`src/rtl/mult16_seq_pkg.sv`:
```
// Shared definitions for the mult16_seq shift-add multiplier.
package mult16_seq_pkg;

  typedef enum logic [1:0] {
    IDLE = 2'd0,
    RUN  = 2'd1,
    DONE = 2'd2
  } state_e;

  localparam int STEPS  = 16;
  localparam int PROD_W = 32;

endpackage

```
`src/rtl/fulladder16.sv`:
```
// 16-bit ripple-carry adder; the only adder used by mult16_seq.
module fulladder16 (
  input  logic [15:0] A,
  input  logic [15:0] B,
  input  logic        CI,
  output logic [15:0] SUM,
  output logic        CO
);

  logic carry_s;

  // Ripple the carry through the 16 bit positions.
  always_comb begin
    carry_s = CI;
    SUM     = 16'h0000;
    for (int i = 0; i < 16; i++) begin
      SUM[i]  = A[i] ^ B[i] ^ carry_s;
      carry_s = (A[i] & B[i]) | (carry_s & (A[i] ^ B[i]));
    end
    CO = carry_s;
  end

endmodule

```
`src/rtl/mult16_seq.sv`:
```
// Iterative unsigned 16x16->32 shift-add multiplier with valid/ready handshakes.
// Optional early termination on exhausted multiplier bits: MULT16_EARLY_TERM_EN.
module mult16_seq
  import mult16_seq_pkg::*;
#(
  parameter int CNT_W = 5
) (
  input  logic              clk,
  input  logic              rst,
  input  logic              in_valid,
  output logic              in_ready,
  input  logic [15:0]       a,
  input  logic [15:0]       b,
  output logic              out_valid,
  input  logic              out_ready,
  output logic [PROD_W-1:0] product
);

  state_e             state_q, state_d;
  logic [15:0]        mcand_q, mcand_d;
  logic [15:0]        hi_q, hi_d;
  logic [15:0]        lo_q, lo_d;
  logic [CNT_W-1:0]   cnt_q, cnt_d;

  logic [15:0]        add_b_s;
  logic [15:0]        sum_s;
  logic               co_s;

  assign add_b_s = lo_q[0] ? mcand_q : 16'h0000;

  fulladder16 u_step_adder (
    .A   (hi_q),
    .B   (add_b_s),
    .CI  (1'b0),
    .SUM (sum_s),
    .CO  (co_s)
  );

`ifdef MULT16_EARLY_TERM_EN
  logic [15:0]        rem_mask_s;
  logic [CNT_W-1:0]   shamt_s;

  // Low (16-cnt) bits of lo still hold unconsumed multiplier bits.
  assign rem_mask_s = 16'hFFFF >> cnt_q;
  assign shamt_s    = CNT_W'(STEPS) - cnt_q;
`endif

  // Next-state logic for the control FSM and the hi/lo/mcand datapath.
  always_comb begin
    state_d = state_q;
    mcand_d = mcand_q;
    hi_d    = hi_q;
    lo_d    = lo_q;
    cnt_d   = cnt_q;
    case (state_q)
      IDLE: begin
        if (in_valid) begin
          mcand_d = a;
          hi_d    = 16'h0000;
          lo_d    = b;
          cnt_d   = '0;
          state_d = RUN;
        end else begin
          state_d = IDLE;
        end
      end
      RUN: begin
        cnt_d = cnt_q + CNT_W'(1);
`ifdef MULT16_EARLY_TERM_EN
        if ((lo_q & rem_mask_s) == 16'h0000) begin
          {hi_d, lo_d} = {hi_q, lo_q} >> shamt_s;
          state_d      = DONE;
        end else begin
          {hi_d, lo_d} = {co_s, sum_s, lo_q[15:1]};
          if (cnt_q == CNT_W'(STEPS - 1)) begin
            state_d = DONE;
          end else begin
            state_d = RUN;
          end
        end
`else
        {hi_d, lo_d} = {co_s, sum_s, lo_q[15:1]};
        if (cnt_q == CNT_W'(STEPS - 1)) begin
          state_d = DONE;
        end else begin
          state_d = RUN;
        end
`endif
      end
      DONE: begin
        if (out_ready) begin
          state_d = IDLE;
        end else begin
          state_d = DONE;
        end
      end
      default: begin
        state_d = IDLE;
      end
    endcase
  end

  // State and datapath registers; reset clears everything immediately.
  always_ff @(posedge clk or posedge rst) begin
    if (rst) begin
      state_q <= IDLE;
      mcand_q <= 16'h0000;
      hi_q    <= 16'h0000;
      lo_q    <= 16'h0000;
      cnt_q   <= '0;
    end else begin
      state_q <= state_d;
      mcand_q <= mcand_d;
      hi_q    <= hi_d;
      lo_q    <= lo_d;
      cnt_q   <= cnt_d;
    end
  end

  assign in_ready  = (state_q == IDLE);
  assign out_valid = (state_q == DONE);
  assign product   = {hi_q, lo_q};

endmodule

```
`config.mk`:
```
export PLATFORM = sky130hd
export DESIGN_NAME = mult16_seq
export DESIGN_NICKNAME = d
export VERILOG_FILES = /design/src/rtl/mult16_seq_pkg.sv /design/src/rtl/fulladder16.sv /design/src/rtl/mult16_seq.sv
export SDC_FILE = /design/constraint.sdc
export NUM_CORES = 1
export LEC_CHECK = 0
export BUFFER_PORTS_ARGS = -buffer_cell sky130_fd_sc_hd__buf_2
export CORE_ASPECT_RATIO = 0.6
export CORE_UTILIZATION = 40
export DETAILED_ROUTE_END_ITERATION = 8
export GPL_TIMING_DRIVEN = 0
export PLACE_DENSITY = 0.62
export SLEW_MARGIN = 5
export SYNTH_ARGS = -nofsm -noshare
export SYNTH_HDL_FRONTEND = slang
export SYNTH_SLANG_ARGS = --single-unit
```
`constraint.sdc`:
```
create_clock -name clk -period 6.7 [get_ports clk]
set_input_delay 0.67 -clock clk [delete_from_list [all_inputs] [get_ports clk]]
set_output_delay 0.67 -clock clk [all_outputs]
set_load 0.1 [all_outputs]
```
==> flow_summary_export.csv, run 1 <==
group,metric,value,unit
clocking,clockBufferDepth,2,
clocking,hold_buffers,0,
clocking,clkTransAtPathRegs,0.07,ns
drt,first_iter_violations,110,
critical_path,cp-end-kind,"register",
sta,skew,0.00371,ns
synthesis,synth_top_family_by_area,"simple AND/OR/NAND/NOR gates",
finish,num_antenna_cells,0,
global_routing,grt_pass1_wl,10.2,mm
global_routing,grt-ovfl-total,0,
synthesis,synth_common_cells,"97 x nand2_1, 55 x dfrtp_1, 21 x inv_1, 15 x a22oi_1, 15 x fa_1",
synthesis,synth-xor-area-share,0.00309,
clocking,htree_levels,2,
synthesis,synth_warnings,0,
synthesis,netlist_instances,278,
synthesis,ys_seq_area_frac,0.486,
sta,setup_viol,0,
flow_run,cap_violations,0,
drt,vias,2097,
sta,min_period,6.47,ns
die,die_w,111,microns
die,dieArea,0.00743,sq mm
synthesis,synth_mux_area_frac,0.00353,
status,status,"complete, no violations",
drt,drc_errors,0,
critical_path,critical_path_class,"reg -> reg",
drt,first_pass_iters,4,
sta,max_freq,155,MHz
drt,postRouteAntennaNets,0,
clocking,cts_root_buffer,"clkbuf_16",
drt,avgRoutedWirePerCell,14.1,microns
global_routing,grt_use_total,0.181,
finish,area_delta_synth_final,23.0,%
finish,fillers,640,
synthesis,async_flop_share,1.00,
clocking,cts_tree,"yes",
critical_path,crit_end,"hi_q[14]$_DFFE_PP0P_",
synthesis,synth_top_area_cell,"dfrtp_1",
critical_path,rr_endpoint,"hi_q[14]$_DFFE_PP0P_",
drt,avgViaCountPerCell,4.73,
synthesis,yosysTopAreaCellShare,0.486,
synthesis,synth_compound_area_frac,0.100,
synthesis,synth.net_count,332,
critical_path,r2r-start,"lo_q[0]$_DFFE_PP0P_",
sta,tightest_slew,0.499,ns
finish,fin_nets,409,
clocking,numCtsBuffers,5,
critical_path,crit_arrival,6.64,ns
synthesis,synth_simple_gate_area_frac,0.216,
synthesis,avgSynthCellArea,10.2,sq um
global_routing,antenna_found_initial,0,
clocking,clk_latency,0.29,ns
die,core,0.00676,sq mm
drt,totalWireLength,6.24,mm
synthesis,syn_area,0.00283,sq mm
sta,post-route-period-util,0.965,
clocking,cts_setup_buffers,0,
synthesis,synth_area_leaders,"dfrtp_1 49%, nand2_1 13%, fa_1 11%",
global_routing,grt_max_degree,40,
finish,drive_gt1_frac,0.362,
critical_path,critPathLaunch,"lo_q[0]$_DFFE_PP0P_",
sta,max_slew_margin,0.669,
sta,rsz0062_at_grt,"false",
synthesis,synth.most_common_cell,"nand2_1",
synthesis,ys_ff_latch,55,
die,die_h,67.2,microns
critical_path,worstPathMaxFanout,8,
clocking,cts.sinks,55,
synthesis,synth_edf_count,0,
global_routing,grt_pass1_vias,2013,
hold_path,hp-class,"in -> async",
placed_design,gp_congestion,0.738,
synthesis,yosys.area_share.adder,0.119,
critical_path,r2r_cells,24,
sta,finalHoldViolations,0,
critical_path,start_kind,"register",
sta,drv_slew,0,
placed_design,portBuffers,69,
critical_path,r2r_setup_slack,0.23,ns
sta,fin_tns_setup,0,ns
die,rows,23,
critical_path,critical_path_required,6.87,ns
synthesis,synth.distinct_cells,32,
synthesis,synth-main-ff-cell,"dfrtp_1",
placed_design,hpwl,4.68,mm
die,ioPinCount,70,
die,initial_core_util,0.419,
flip-flops by register name, summed over array words and instances (netlist names):
register,count
hi_q,16
mcand_q,16
cnt_q,5
state_q,2
lo_q,16
logic make-up (layout without fill, tap and decap cells):
kind of cell / Yosys count / count (layout)
AND/OR/NAND/NOR: 128 / 128
flip-flops: 55 / 55
buffers and inverters: 38 / 116
AO/OA/AOI/OAI: 37 / 37
adder cells (fa/ha/maj): 18 / 18
XOR/XNOR: 1 / 1
multiplexers: 1 / 1
placed cells by master (no fill, tap or decap), types with 2 or more instances in the layout:
cell	netlist	final
o31ai_1	2	2
dfrtp_1	55	53
clkbuf_16	0	5
buf_6	4	4
a22oi_1	15	15
dfrtp_2	0	2
fa_1	15	8
buf_12	1	2
clkbuf_8	0	2
and2_1	3	3
nor2b_1	2	2
nand3_2	13	13
buf_2	6	75
nor2_1	3	3
inv_1	21	20
fa_2	0	7
o21ai_2	12	12
nand3_1	3	3
clkbuf_1	3	3
buf_4	2	2
ha_1	3	3
o21ai_0	5	5
nand2_1	97	97
worst min path at each step:
stage / start / cells after the start / to
after floorplan: mcand_q[0]$_DFFE_PP0P_ / 2 / mcand_q[0]$_DFFE_PP0P_
after global placement: mcand_q[0]$_DFFE_PP0P_ / 2 / mcand_q[0]$_DFFE_PP0P_
after detailed placement: mcand_q[14]$_DFFE_PP0P_ / 2 / mcand_q[14]$_DFFE_PP0P_
after CTS: rst / 2 / lo_q[7]$_DFFE_PP0P_
after global routing: rst / 2 / lo_q[7]$_DFFE_PP0P_
final: rst / 2 / lo_q[7]$_DFFE_PP0P_
per-stage QoR:
stage | instance area (sq um) | util | worst slack [ns] | std cells | hold slack [ns]
after floorplan | 2860 | - | 0.000713 | 278 | 0.437
after global placement | 3310 | 0.490 | 0.0959 | 434 | 0.453
after detailed placement | 3330 | 0.493 | 0.00821 | 435 | 0.454
after CTS | 3480 | 0.514 | 0.0514 | 443 | 0.363
after global routing | 3480 | 0.515 | 0.0243 | 443 | 0.385
final | 3480 | 0.515 | 0.233 | 443 | 0.356
repair_timing:
item                                    CTS  global route
hold endpoints to repair                  0             0
endpoints found under the setup margin    1             2
resized for setup                         1             3
worst max-delay path, cell delays in order, from the launching register on:
cell	delay (ns)
dfrtp_2	0.36
clkbuf_8	0.16
and2_1	0.13
ha_1	0.13
inv_1	0.05
fa_1	0.38
fa_2	0.36
fa_1	0.38
fa_1	0.40
fa_2	0.35
fa_2	0.35
fa_2	0.36
fa_2	0.35
fa_2	0.35
fa_2	0.35
fa_1	0.36
inv_1	0.08
fa_1	0.15
inv_1	0.05
fa_1	0.40
inv_1	0.09
fa_1	0.17
inv_1	0.05
fa_1	0.49
o21ai_2	0.06
per-layer routing:
metal / track usage / vias to the layer above / wire length (microns)
li1: - / 1044 / -
met1: 0.271 / 1002 / 3210
met2: 0.251 / 47 / 2630
met3: 0.0619 / 4 / 350
met4: 0.0400 / 0 / 46
met5: 0 / - / 0
cell type report:
cell class / instances / area [sq um] / area share
Inverter: 21 / 78.8 / 0.0226
Timing Repair Buffer: 70 / 365 / 0.105
Multi-Input combinational cell: 185 / 1270 / 0.364
Sequential cell: 55 / 1380 / 0.396
Clock buffer: 7 / 133 / 0.0381
Clock inverter: 1 / 5.00 / 0.00144
Buffer: 17 / 146 / 0.0420
Tap cell: 87 / 109 / 0.0312
Power of run 1 is left out: the tool's default activity adds up to more than one toggle a clock period on the data nets, which glitch-free logic cannot reach.
==> inputs of run 2 (changes only) <==
--- a/config.mk
+++ b/config.mk
@@ -10,7 +10,7 @@
 export CORE_UTILIZATION = 40
 export DETAILED_ROUTE_END_ITERATION = 8
 export GPL_TIMING_DRIVEN = 0
-export PLACE_DENSITY = 0.62
+export PLACE_DENSITY = 0.6
 export SLEW_MARGIN = 5
 export SYNTH_ARGS = -nofsm -noshare
 export SYNTH_HDL_FRONTEND = slang
==> constraint.sdc (replaced) <==
create_clock -name clk -period 7.6 [get_ports clk]
set_input_delay 0.76 -clock clk [delete_from_list [all_inputs] [get_ports clk]]
set_output_delay 0.76 -clock clk [all_outputs]
set_load 0.1 [all_outputs]
==> run 2 against run 1 <==
Compared with the run above: worst hold slack better by 0.12 ns; first-iteration DRC count grew 32%; wire length is 2.3% lower; maximum frequency decreased by 8.9%; flip-flop and latch count is the same; cell count unchanged; critical path type unchanged; largest cell class unchanged.
==> flow_summary_export.csv, run 2 (synthesized netlist as in run 1, its figures left out) <==
group,metric,value,unit
clocking,clkTransAtPathRegs,0.07,ns
finish,final_common_cell,"nand2_1",
clocking,cts.sinks,55,
die,ioPinCount,70,
finish,drive_gt1_frac,0.337,
sta,setup_viol,0,
drt,vias,2098,
global_routing,grt_pass1_wl,10.2,mm
sta,rsz0062_at_grt,"false",
sta,max_freq,141,MHz
die,die_h,67.2,microns
drt,drc_errors,0,
clocking,cts_tree,"yes",
drt,totalWireLength,6.09,mm
drt,avgViaCountPerCell,4.74,
global_routing,antenna_found_initial,0,
sta,tightest_slew,0.534,ns
sta,skew,0.00588,ns
drt,first_iter_violations,145,
sta,fin_tns_setup,0,ns
flow_run,cap_violations,0,
global_routing,grt_pass1_vias,2022,
placed_design,gp_congestion,0.715,
placed_design,hpwl,4.49,mm
global_routing,grt-ovfl-total,0,
clocking,clockBufferDepth,2,
die,initial_core_util,0.419,
clocking,cts_root_buffer,"clkbuf_16",
sta,drv_slew,0,
critical_path,cp-end-kind,"register",
die,dieArea,0.00743,sq mm
placed_design,portBuffers,69,
drt,avgRoutedWirePerCell,13.8,microns
global_routing,grt_max_degree,34,
sta,finalHoldViolations,0,
die,rows,23,
clocking,hold_buffers,0,
critical_path,r2r_setup_slack,0.50,ns
clocking,numCtsBuffers,5,
critical_path,worstPathMaxFanout,10,
drt,postRouteAntennaNets,0,
critical_path,rr_endpoint,"hi_q[14]$_DFFE_PP0P_",
sta,min_period,7.10,ns
hold_path,hp-class,"reg -> reg",
sta,post-route-period-util,0.934,
clocking,htree_levels,2,
finish,fin_nets,409,
finish,num_antenna_cells,0,
critical_path,critical_path_class,"reg -> reg",
finish,area_delta_synth_final,22.3,%
critical_path,r2r-start,"lo_q[0]$_DFFE_PP0P_",
sta,max_slew_margin,0.643,
hold_path,holdPathEnd,"mcand_q[0]$_DFFE_PP0P_",
clocking,clk_latency,0.29,ns
critical_path,critical_path_required,7.77,ns
finish,reg_top3,"hi_q x16, lo_q x16, mcand_q x16",
finish,most-common-layout-cells,"97 x nand2_1, 75 x buf_2, 55 x dfrtp_1",
die,die_w,111,microns
critical_path,start_kind,"register",
die,core,0.00676,sq mm
status,status,"complete, no violations",
global_routing,grt_use_total,0.175,
finish,fillers,640,
critical_path,r2r_cells,23,
hold_path,whs_path_depth,2,
critical_path,crit_arrival,7.28,ns
drt,first_pass_iters,4,
hold_path,worstHoldStart,"mcand_q[0]$_DFFE_PP0P_",
run 2: per-layer routing:
metal | routed length, microns | global-route usage | vias up
met5 | 0 | 0 | -
met4 | 33 | 0.0350 | 0
met3 | 329 | 0.0458 | 5
met2 | 2470 | 0.252 | 51
met1 | 3260 | 0.265 | 990
li1 | - | - | 1052
run 2: layout make-up:
type | count | area (sq um) | share of cell area
plain buffers | 17 | 128 | 0.0368
clock buffers | 8 | 156 | 0.0451
inverters | 21 | 78.8 | 0.0228
multi-input cells | 185 | 1250 | 0.361
flip-flops and latches | 55 | 1380 | 0.397
well taps | 87 | 109 | 0.0314
repair buffers | 70 | 365 | 0.105
run 2: repair_timing:
item | 4_1_cts | 5_1_grt
buffers inserted | 0 | 0
hold endpoints to repair | 0 | 0
resized for setup | 0 | 2
setup endpoints to repair | 0 | 1
run 2: critical path: stages (launching register included):
cell	delay (ns)
dfrtp_1	0.34
clkbuf_1	0.36
clkbuf_2	0.35
nand2_1	0.11
fa_1	0.41
fa_1	0.40
fa_1	0.39
fa_1	0.40
fa_1	0.39
fa_1	0.38
fa_1	0.39
fa_1	0.40
fa_1	0.40
fa_1	0.40
fa_1	0.37
inv_1	0.08
fa_1	0.16
inv_1	0.05
fa_1	0.37
inv_1	0.08
fa_1	0.15
inv_1	0.05
fa_1	0.49
o21ai_2	0.06
run 2: worst max path at each step:
| stage | startpoint | endpoint | slack, ns |
|---|---|---|---|
| 3_5_place_dp | lo_q[0]$_DFFE_PP0P_ | hi_q[14]$_DFFE_PP0P_ | 0.25 |
| 3_3_place_gp | lo_q[0]$_DFFE_PP0P_ | hi_q[14]$_DFFE_PP0P_ | 0.31 |
| 6_report | lo_q[0]$_DFFE_PP0P_ | hi_q[14]$_DFFE_PP0P_ | 0.50 |
| 4_1_cts | lo_q[0]$_DFFE_PP0P_ | hi_q[14]$_DFFE_PP0P_ | 0.24 |
| 5_1_grt | lo_q[0]$_DFFE_PP0P_ | hi_q[14]$_DFFE_PP0P_ | 0.16 |
| 2_1_floorplan | lo_q[0]$_DFFE_PP0P_ | hi_q[14]$_DFFE_PP0P_ | 0.33 |
run 2: through the flow:
stage / util / setup WS (ns) / instances / area [sq um] / hold slack (ns)
floorplan: - / 0.330 / 278 / 2830 / 0.437
global placement: 0.486 / 0.312 / 434 / 3290 / 0.453
detailed placement: 0.489 / 0.254 / 435 / 3310 / 0.456
CTS: 0.512 / 0.244 / 443 / 3460 / 0.474
global route: 0.512 / 0.160 / 443 / 3460 / 0.494
finish: 0.512 / 0.498 / 443 / 3460 / 0.473
Power of run 2 is left out for the same reason.
